`config.mk`:
```
export PLATFORM = sky130hd
export DESIGN_NAME = ber_counter_mc
export DESIGN_NICKNAME = d
export VERILOG_FILES = /design/src/rtl/ber_counter_mc.sv
export SDC_FILE = /design/constraint.sdc
export NUM_CORES = 2
export LEC_CHECK = 0
export CORE_UTILIZATION = 55
export DETAILED_ROUTE_END_ITERATION = 8
export PLACE_DENSITY = 0.83
export SLEW_MARGIN = 0
export SYNTH_ARGS = -nofsm -noshare
export SYNTH_HDL_FRONTEND = slang
export SYNTH_SLANG_ARGS = --single-unit
```
`constraint.sdc`:
```
create_clock -name clk -period 8.3 [get_ports clk]
set_input_delay 1.245 -clock clk [delete_from_list [all_inputs] [get_ports clk]]
set_output_delay 1.245 -clock clk [all_outputs]
set_load 0.01 [all_outputs]
```
`src/rtl/ber_counter_mc.sv`:
```
// ber_counter_mc: multi-lane BER counter. Each lane searches for the latency that aligns
// the received bits with a local PRBS reference, then accumulates error and total counts
// while watching a monitor window for loss of sync, re-entering search when it trips.
module ber_counter_mc #(
  parameter int unsigned  NCH       = 2,
  parameter int unsigned  PRBS_LEN  = 511,
  parameter int unsigned  START_SYN = 0,
  parameter int unsigned  SYN_WIN   = 511,
  parameter int unsigned  SYN_THR   = 0,
  parameter int unsigned  MON_WIN   = 1024,
  parameter int unsigned  LOS_THR   = 64,
  parameter int unsigned  NBT_CNT   = 64,
  localparam int unsigned NBT_LAT   = $clog2(PRBS_LEN)
) (
  input  logic                   clk,
  input  logic                   i_reset,
  input  logic                   i_enable,
  input  logic                   i_clear,
  input  logic [NCH-1:0]         i_ref,
  input  logic [NCH-1:0]         i_rx,
  output logic [NCH-1:0]         o_lock,
  output logic [NCH*NBT_LAT-1:0] o_lat,
  output logic [NCH*NBT_CNT-1:0] o_err,
  output logic [NCH*NBT_CNT-1:0] o_tot,
  output logic [NCH*8-1:0]       o_los_cnt
);

  localparam int unsigned IdleW = (START_SYN > 1) ? $clog2(START_SYN) : 1;
  localparam int unsigned WinW  = (SYN_WIN > 1) ? $clog2(SYN_WIN) : 1;
  localparam int unsigned WerrW = $clog2(SYN_WIN + 1);
  localparam int unsigned MonW  = (MON_WIN > 1) ? $clog2(MON_WIN) : 1;
  localparam int unsigned MerrW = $clog2(MON_WIN + 1);

  localparam logic [NBT_LAT-1:0] LatMax  = NBT_LAT'(PRBS_LEN - 1);
  localparam logic [WinW-1:0]    WinLast = WinW'(SYN_WIN - 1);
  localparam logic [MonW-1:0]    MonLast = MonW'(MON_WIN - 1);
  localparam logic [IdleW-1:0]   IdleLast = IdleW'(START_SYN - 1);

  typedef enum logic [1:0] {StIdle, StSearch, StLock} state_e;

  for (genvar g = 0; g < NCH; g++) begin : g_lane
    state_e              state_q, state_d;
    logic [NBT_LAT-1:0]  lat_q, lat_d, lat_inc;
    logic [IdleW-1:0]    idle_cnt_q, idle_cnt_d;
    logic [WinW-1:0]     win_cnt_q, win_cnt_d;
    logic [WerrW-1:0]    win_err_q, win_err_d;
    logic [MonW-1:0]     mon_cnt_q, mon_cnt_d;
    logic [MerrW-1:0]    mon_err_q, mon_err_d;
    logic [NBT_CNT-1:0]  err_q, err_d, tot_q, tot_d;
    logic [7:0]          los_q, los_d;
    logic [PRBS_LEN-2:0] sr_q;
    logic [PRBS_LEN-1:0] ref_vec;
    logic [31:0]         syn_final, mon_final;
    logic                mis;
    logic                lock;

    // Tap 0 is the current reference bit, tap k the bit k strobes earlier.
    assign ref_vec = {sr_q, i_ref[g]};
    assign mis     = i_enable & (i_rx[g] ^ ref_vec[lat_q]);
    assign lat_inc = (lat_q == LatMax) ? '0 : lat_q + 1'b1;

    // State, latency, window, accumulator and delay-line registers
    always_ff @(posedge clk) begin
      if (i_reset) begin
        state_q    <= StIdle;
        lat_q      <= '0;
        idle_cnt_q <= '0;
        win_cnt_q  <= '0;
        win_err_q  <= '0;
        mon_cnt_q  <= '0;
        mon_err_q  <= '0;
        err_q      <= '0;
        tot_q      <= '0;
        los_q      <= '0;
        sr_q       <= '0;
      end else begin
        state_q    <= state_d;
        lat_q      <= lat_d;
        idle_cnt_q <= idle_cnt_d;
        win_cnt_q  <= win_cnt_d;
        win_err_q  <= win_err_d;
        mon_cnt_q  <= mon_cnt_d;
        mon_err_q  <= mon_err_d;
        err_q      <= err_d;
        tot_q      <= tot_d;
        los_q      <= los_d;
        if (i_enable) begin
          sr_q <= ref_vec[PRBS_LEN-2:0];
        end
      end
    end

    // Next-state: search/lock transitions, window bookkeeping and saturating counts
    always_comb begin
      state_d    = state_q;
      lat_d      = lat_q;
      idle_cnt_d = idle_cnt_q;
      win_cnt_d  = win_cnt_q;
      win_err_d  = win_err_q;
      mon_cnt_d  = mon_cnt_q;
      mon_err_d  = mon_err_q;
      err_d      = err_q;
      tot_d      = tot_q;
      los_d      = los_q;
      // Window totals including the mismatch of the closing strobe
      syn_final  = 32'(win_err_q) + 32'(mis);
      mon_final  = 32'(mon_err_q) + 32'(mis);

      unique case (state_q)
        StIdle: begin
          if (START_SYN == 0) begin
            state_d = StSearch;
          end else if (i_enable) begin
            if (idle_cnt_q == IdleLast) begin
              state_d    = StSearch;
              idle_cnt_d = '0;
            end else begin
              idle_cnt_d = idle_cnt_q + 1'b1;
            end
          end
        end
        StSearch: begin
          if (i_enable) begin
            if (win_cnt_q == WinLast) begin
              win_cnt_d = '0;
              win_err_d = '0;
              if (syn_final <= SYN_THR) begin
                state_d   = StLock;
                mon_cnt_d = '0;
                mon_err_d = '0;
              end else begin
                lat_d = lat_inc;
              end
            end else begin
              win_cnt_d = win_cnt_q + 1'b1;
              win_err_d = win_err_q + WerrW'(mis);
            end
          end
        end
        StLock: begin
          if (i_enable) begin
            if (tot_q != '1) begin
              tot_d = tot_q + 1'b1;
            end
            if (mis && (err_q != '1)) begin
              err_d = err_q + 1'b1;
            end
            if (mon_cnt_q == MonLast) begin
              mon_cnt_d = '0;
              mon_err_d = '0;
              if (mon_final > LOS_THR) begin
                state_d   = StSearch;
                lat_d     = lat_inc;
                win_cnt_d = '0;
                win_err_d = '0;
                if (los_q != '1) begin
                  los_d = los_q + 1'b1;
                end
              end
            end else begin
              mon_cnt_d = mon_cnt_q + 1'b1;
              mon_err_d = mon_err_q + MerrW'(mis);
            end
          end
        end
        default: state_d = StIdle;
      endcase

      // Clear beats a same-cycle count and leaves the search state untouched
      if (i_clear) begin
        err_d = '0;
        tot_d = '0;
        los_d = '0;
      end
    end

    // Output decode from the registered state
    always_comb begin
      lock = (state_q == StLock);
    end

    assign o_lock[g]                       = lock;
    assign o_lat[g*NBT_LAT +: NBT_LAT]     = lat_q;
    assign o_err[g*NBT_CNT +: NBT_CNT]     = err_q;
    assign o_tot[g*NBT_CNT +: NBT_CNT]     = tot_q;
    assign o_los_cnt[g*8 +: 8]             = los_q;
  end

endmodule

```
* Yosys cells after proc, flatten, opt, wreduce, memory -nomap -nowiden
Cells that the tools add are included.
** Operators by class
- Bitwise operators :: 4
- Mux-type cells :: 76
- $lt $le $gt $ge :: 6
- Eq/ne operators :: 30
- Add/sub/neg operators :: 20
- Reductions and logical operators :: 21
** Operators with widths (count)
- $add A64 B1 Y64 const B :: 4
- $ne A64 B64 Y1 const B :: 4
- $mux W9 :: 28
- $mux W11 :: 10
- $pmux W9 S2 :: 6
- $mux W10 :: 10
- $pmux W11 S2 :: 2
- $pmux W10 S2 :: 2
- $add A9 B1 Y9 const B :: 4
- $eq A9 B9 Y1 const B :: 4
- $reduce_and A5 Y1 :: 6
- $add A11 B1 Y12 :: 2
- $gt A12 B7 Y1 const B :: 2
- $mux W2 :: 12
- $add A11 B1 Y11 :: 2
- $add A10 B1 Y10 const B :: 2
- $add A9 B1 Y10 :: 2
- $eq A10 B10 Y1 const B :: 2
- $le A10 B1 Y1 const B :: 2
- $lt A9 B10 Y1 const B :: 2
- $ne A2 B2 Y1 const B :: 10
- $add A9 B1 Y9 :: 2
- $bmux W1 S9 :: 2
- $add A8 B1 Y8 const B :: 2
- 15 further kinds :: 33
** Word-level totals
- Bits in registers :: 1392
- Word-level logic and storage cells :: 177
- Output and inout port bits :: 292
- Input port bits :: 8

* Longest topological paths before layout
- Depth in word-level cells :: 10
- Depth in mapped cells :: 31
- Gate-level depth less buffers :: 21

* Worst setup path before layout
OpenSTA, ideal clock, no wires.
- Path kind :: flip-flop to flip-flop
- Start :: register g_lane[0].lat_q[0]
- End :: register g_lane[0].lat_q[0]
- Data required time :: 8.145 ns
- Cell stages (with the launch flop) :: 24
- Slack :: 2.325 ns
- Library setup time :: 0.155 ns
- Period minus slack after synthesis :: 5.975 ns
- Data arrival time :: 5.821 ns
- Path buffers :: 6
- Cell sequence :: dfxtp_1 -> buf_4 -> buf_6 -> mux4_2 -> mux4_2 -> o21a_1 -> a211o_1 -> o32ai_2 -> nor2_2 -> xnor2_1 -> buf_4 -> buf_6 -> buf_4 -> nor2_1 -> ha_1 -> nand3_1 -> or2_2 -> o311ai_0 -> o311a_1 -> o21a_1 -> clkbuf_1 -> nand2_1 -> o41ai_1 -> nor2_1
** Between the ends
- Word-level cells in the longest chain between the ends :: 8
- Elaborated cells between the ends (all ways) :: 21
- Classes of those cells :: add/sub (3); order compare (2); eq/ne (3); mux (10); bitwise (2); reduce/logical (1)
** Ends and longest elaborated chain
- start, declared :: RTL line 43 : logic [NBT_LAT-1:0] lat_q, lat_d, lat_inc;
- start signal, assigned :: RTL line 78 : lat_q <= lat_d;
- $bmux W1 S9 :: RTL line 59 : assign mis = i_enable & (i_rx[g] ^ ref_vec[lat_q]);
- $mux W1 (not written as such) :: RTL line 59
- $xor A1 B1 Y1 :: RTL line 59
- $and A1 B1 Y1 :: RTL line 59
- $add A11 B1 Y12 or $add A9 B1 Y10 (tied branches) :: RTL line 107, 106
- $gt A12 B7 Y1 or $le A10 B1 Y1 (tied branches) :: RTL line 151, 127
- $ne A2 B1 Y1 (no source line) or $ne A2 B2 Y1 (tied branches)
- $reduce_and A7 Y1 (no source line)
Several ways; a longest one is shown, not always the timed one. The select of a mux whose other input is x is not followed.
A chain may end at the register's enable or synchronous reset.

* Worst setup path in the final report
- Start :: register g_lane[1].lat_q[1]
- End :: register g_lane[1].lat_q[4]
** Between the ends
- Word-level cells in the longest chain between the ends :: 8
- Elaborated cells between the ends (all ways) :: 21
- Classes of those cells :: add/sub (3); order compare (2); eq/ne (3); mux (10); bitwise (2); reduce/logical (1)
** Ends and longest elaborated chain (RTL line)
- start, declared :: 43
- start signal, assigned :: 78
- $bmux W1 S9 :: 59
- $mux W1 (not written as such) :: 59
- $xor A1 B1 Y1 :: 59
- $and A1 B1 Y1 :: 59
- $add A11 B1 Y12 or $add A9 B1 Y10 (tied branches) :: 107, 106
- $gt A12 B7 Y1 or $le A10 B1 Y1 (tied branches) :: 151, 127
- $ne A2 B1 Y1 (no source line) or $ne A2 B2 Y1 (tied branches)
- $reduce_and A7 Y1 (no source line)
Several ways; a longest one is shown, not always the timed one. The select of a mux whose other input is x is not followed.

==> results by group <==
Setup path
  – Critical path class: flop to flop
  – Register-to-Register Path Depth: 23
  – Worst reg2reg startpoint: g_lane[1].lat_q[1]
  – Maximum fanout along the worst path: between 50 and 60
  – Worst EP required: 8.92 ns
  – Critical Path AT: approximately 8.0 ns
  – Flop2flop setup slack: ~0.96 ns
  – Endpoint of the worst-slack reg-to-reg timing path: g_lane[1].lat_q[4]
  – Type of destination of the critical path: flop
  – Element type at the critical path start: flop

Clocking
  – Root buffer cell: sky130_fd_sc_hd__clkbuf_16
  – Clock slew at the register clock pins of the worst setup and hold paths: 0.06 ns
  – Buffers inserted during post-CTS setup optimization: 0
  – Clock Tree Buf Depth: 3
  – Post-cts gate resize count: 0
  – Source-to-sink clock delay at the later pin of the worst-skew pair: between 0.7 and 0.8 ns
  – Total of hold buffers inserted after clock tree synthesis: 0
  – Clock Sinks: about 1400
  – Number of buffers inserted during clock tree synthesis: about 140
  – CTS tree: done
  – Clock H-tree levels: 4

Power
  – Post-layout total power: ~14 mW
  – Fraction of power spent switching nets: between 20% and 30%
  – Lkg Pwr: 26.9 nW
  – Part of the power in registers: between 40 and 50%
  – Peak supply drop: between 150 and 200 uV
  – Power density of the placed cells: about 200 mW/mm2
  – Comb pwr share: ~3.1%
  – Power spent charging and discharging nets: 3.07 mW
  – Clk pwr share: between 40% and 50%
  – Internal Power: approximately 11 mW

Yosys
  – EDFF count, synth: 0
  – Main synth FF type: sky130_fd_sc_hd__dfxtp_1
  – Post-synthesis instance total: between 6000 and 7000
  – Yosys warnings: 0
  – Avg Synthesized Cell Area: ~9.9 um2
  – Count of unique library cells instantiated by Yosys: 84
  – Number of nets produced by synthesis: about 6300
  – Summed instance area of the synthesized netlist: approximately 0.062 mm2
  – Seq/Total Area, Yosys: between 40% and 50%
  – Number of flip-flops and latches in the synthesized netlist: approximately 1400
  – Async set or reset register ratio after synthesis: 0%

Route
  – Vias post-DR: 46852
  – Number of DRC markers after the initial detailed-route iteration: ~3800
  – DRC violation count after routing: 0
  – Post-DRT Antenna Nets: 0
  – Number of vias per cell: ~6
  – Length of the first detailed-routing pass in iterations: 6
  – Average wire per standard cell: ~18 um
  – Routed WL: between 100000 and 150000 um

Status
  – Result of the run: complete, no violations

Hold path
  – Hold wc startpoint: g_lane[0].mon_err_q[0]
  – Class of the tightest hold or removal check: flop to flop
  – Worst-case hold path end point: g_lane[0].mon_err_q[0]
  – Hold Path Depth: 2

Global route
  – Global route hottest layer: met2
  – Initial antenna violation count: 1
  – Aggregate global routing overflow: 0
  – First-pass GRT wire length: approximately 240000 um
  – Total track usage: 24.7%
  – Largest net degree at the start of global routing: 250
  – Met3 Usage GRT: under 10%
  – Met2 capacity usage during global routing: a little over two fifths
  – Met1 Usage GRT: roughly a third
  – Vias in the first global route: about 45000

Timing
  – Clock skew after layout: ~0.038 ns
  – Worst slew pin tran: 1.38 ns
  – Worst slew margin: around 7.7%
  – Maximum clock frequency: around 140 MHz
  – Number of hold violations in the final report: 0
  – Final Critical Period: between 7 and 8 ns
  – Max Transition Viols Final: 0
  – Total Negative Setup Slacks: 0 ns
  – Worst hold margin: about 0.47 ns
  – Setup Viol. Count Final: 0
  – RSZ-0062 raised after global routing: no
  – Final worst path period share: 88.4%

Placed design
  – PortBufs: 299
  – HPWL reported at the end of detailed placement: ~93000 um
  – Number of placed instances with taps included: 7715
  – GPL Wtd Cong: about 0.88

Floorplan
  – Site row count: between 100 and 150
  – Starting density of the core: between 50% and 60%
  – Area of the core: 0.112 mm2
  – Height of the die: between 300 and 400 um
  – Horizontal extent of the die: ~340 um
  – Total I/O pin count: 300
  – Floorplan die area: between 0.1 and 0.15 mm2

Final layout
  – Ratio of cells with drive above 1 in the final layout: 9.10%
  – Finished Layout Cells: 7981
  – Top library cells by usage in the layout, fill and taps aside: sky130_fd_sc_hd__dfxtp_1 (1386), sky130_fd_sc_hd__nor2_1 (1346), sky130_fd_sc_hd__mux2i_1 (1181)
  – # nets final: around 6400
  – Area added between synthesis and finish: 13.8%
  – Most common cell after layout, fill and taps aside: sky130_fd_sc_hd__dfxtp_1

Job
  – Count of maximum capacitance violations: 0
power groups by stage:
stage / Combinational, mW / Clock (mW) / Sequential (mW)
finish: 0.436 / 6.75 / 6.69
global route: 0.463 / 7.16 / 6.69
CTS: 0.432 / 6.87 / 6.69
detailed placement: 0.432 / 0 / 6.84
global placement: 0.428 / 0 / 6.84
floorplan: 0.367 / 0 / 6.84
layout make-up:
cell class                      instances  area [um2]
Fill cell                            8548       41400
Multi-Input combinational cell       4389       32400
Sequential cell                      1392       27900
Clock buffer                          200        4120
Timing Repair Buffer                  362        3630
Tap cell                             1500        1880
Clock inverter                         65         893
Inverter                               72         270
Antenna cell                            1        2.50
Yosys cell counts (9+ instances only):
master	number	area (um2)
sky130_fd_sc_hd__xnor2_1	79	692
sky130_fd_sc_hd__inv_1	68	255
sky130_fd_sc_hd__nor4_1	51	319
sky130_fd_sc_hd__buf_1	92	345
sky130_fd_sc_hd__ha_1	24	300
sky130_fd_sc_hd__nor2_1	1347	5060
sky130_fd_sc_hd__clkbuf_1	258	968
sky130_fd_sc_hd__buf_6	11	124
sky130_fd_sc_hd__or4_1	69	518
sky130_fd_sc_hd__nor2b_1	23	144
sky130_fd_sc_hd__and3_1	40	250
sky130_fd_sc_hd__mux2_2	19	214
sky130_fd_sc_hd__and2_1	30	188
sky130_fd_sc_hd__nand2b_1	11	68.8
sky130_fd_sc_hd__a22oi_1	46	345
sky130_fd_sc_hd__a21oi_1	118	591
sky130_fd_sc_hd__dfxtp_1	1392	27900
sky130_fd_sc_hd__buf_4	29	218
sky130_fd_sc_hd__nand2_1	291	1090
sky130_fd_sc_hd__nand4_1	116	726
sky130_fd_sc_hd__nor3_1	48	240
sky130_fd_sc_hd__o21ai_0	53	265
sky130_fd_sc_hd__xor2_1	123	1080
sky130_fd_sc_hd__buf_2	41	205
sky130_fd_sc_hd__nand3_1	129	646
sky130_fd_sc_hd__o211ai_1	16	120
sky130_fd_sc_hd__o31a_1	13	114
sky130_fd_sc_hd__or2_2	15	93.8
sky130_fd_sc_hd__mux4_2	222	5000
sky130_fd_sc_hd__a31o_2	9	78.8
sky130_fd_sc_hd__o31ai_1	56	420
sky130_fd_sc_hd__a31oi_1	14	87.6
sky130_fd_sc_hd__mux2i_1	1181	11800
sky130_fd_sc_hd__o21a_1	14	105
sky130_fd_sc_hd__or3_1	78	488
sky130_fd_sc_hd__and4_1	32	280
sky130_fd_sc_hd__a211oi_1	10	75.1
flip-flops by register name, indices dropped and copies added (netlist names):
signal            count
g_lane.sr_q        1020
g_lane.mon_err_q     22
g_lane.los_q         16
g_lane.state_q        4
g_lane.win_cnt_q     18
g_lane.err_q        128
g_lane.lat_q         18
g_lane.mon_cnt_q     20
g_lane.win_err_q     18
g_lane.tot_q        128
worst max-delay path: stages (launching register included):
cell and delay (ns):
sky130_fd_sc_hd__dfxtp_4 0.96, sky130_fd_sc_hd__buf_4 0.36, sky130_fd_sc_hd__buf_4 0.25, sky130_fd_sc_hd__mux4_2 0.31, sky130_fd_sc_hd__mux2_2 0.28, sky130_fd_sc_hd__nand2_1 0.11, sky130_fd_sc_hd__a221oi_1 0.14, sky130_fd_sc_hd__o22ai_1 0.32
sky130_fd_sc_hd__a32o_2 0.36, sky130_fd_sc_hd__nor2_2 0.09, sky130_fd_sc_hd__xnor2_2 0.65, sky130_fd_sc_hd__nor2_1 0.16, sky130_fd_sc_hd__ha_1 0.27, sky130_fd_sc_hd__ha_1 0.26, sky130_fd_sc_hd__and4_1 0.28, sky130_fd_sc_hd__xnor2_1 0.14
sky130_fd_sc_hd__nor2_1 0.09, sky130_fd_sc_hd__a32o_1 0.14, sky130_fd_sc_hd__o21ai_0 0.12, sky130_fd_sc_hd__a21oi_1 0.70, sky130_fd_sc_hd__and4_1 0.37, sky130_fd_sc_hd__nand3_1 0.13, sky130_fd_sc_hd__o21ai_1 0.57, sky130_fd_sc_hd__nor2_1 0.13
how the worst max path moves through the flow:
| stage | startpoint | end | slack, ns |
|---|---|---|---|
| floorplan | g_lane[0].lat_q[0] | g_lane[0].lat_q[0] | 2.32 |
| global placement | i_ref[1] | g_lane[1].lat_q[1] | 0.92 |
| detailed placement | i_ref[1] | g_lane[1].lat_q[3] | 0.80 |
| CTS | g_lane[1].lat_q[1] | g_lane[1].lat_q[4] | 1.07 |
| global route | g_lane[1].lat_q[1] | g_lane[1].lat_q[3] | 0.44 |
| finish | g_lane[1].lat_q[1] | g_lane[1].lat_q[4] | 0.96 |
stage by stage:
stage / setup slack [ns] / cell area (um2) / utilization, %
final: 0.959 / 71100 / 63.2
after global routing: 0.438 / 71100 / 63.2
after CTS: 1.07 / 71100 / 63.2
after detailed placement: 0.799 / 66100 / 58.7
after global placement: 0.916 / 66100 / 58.7
after floorplan: 2.32 / 62500 / -
routing by layer:
metal	vias up	wire [um]
met4	0	4350
met2	1317	70400
met3	274	8510
met1	22788	62200
li1	22473	-
met5	-	0
logic make-up (layout without fill, tap and decap cells):
logic type / count (synthesis) / after routing / synth area share (%)
DFF: 1392 / 1392 / 44.6
other: 0 / 1 / 0
buffers and inverters: 507 / 699 / 3.53
muxes: 1422 / 1422 / 27.3
and+or+nand+nor: 2303 / 2303 / 16.5
xor gates and xnor gates: 202 / 202 / 2.83
AOI/OAI and AO/OA: 438 / 438 / 4.79
adders and majority gates: 24 / 24 / 0.481
(Power assumes the default switching activity.)
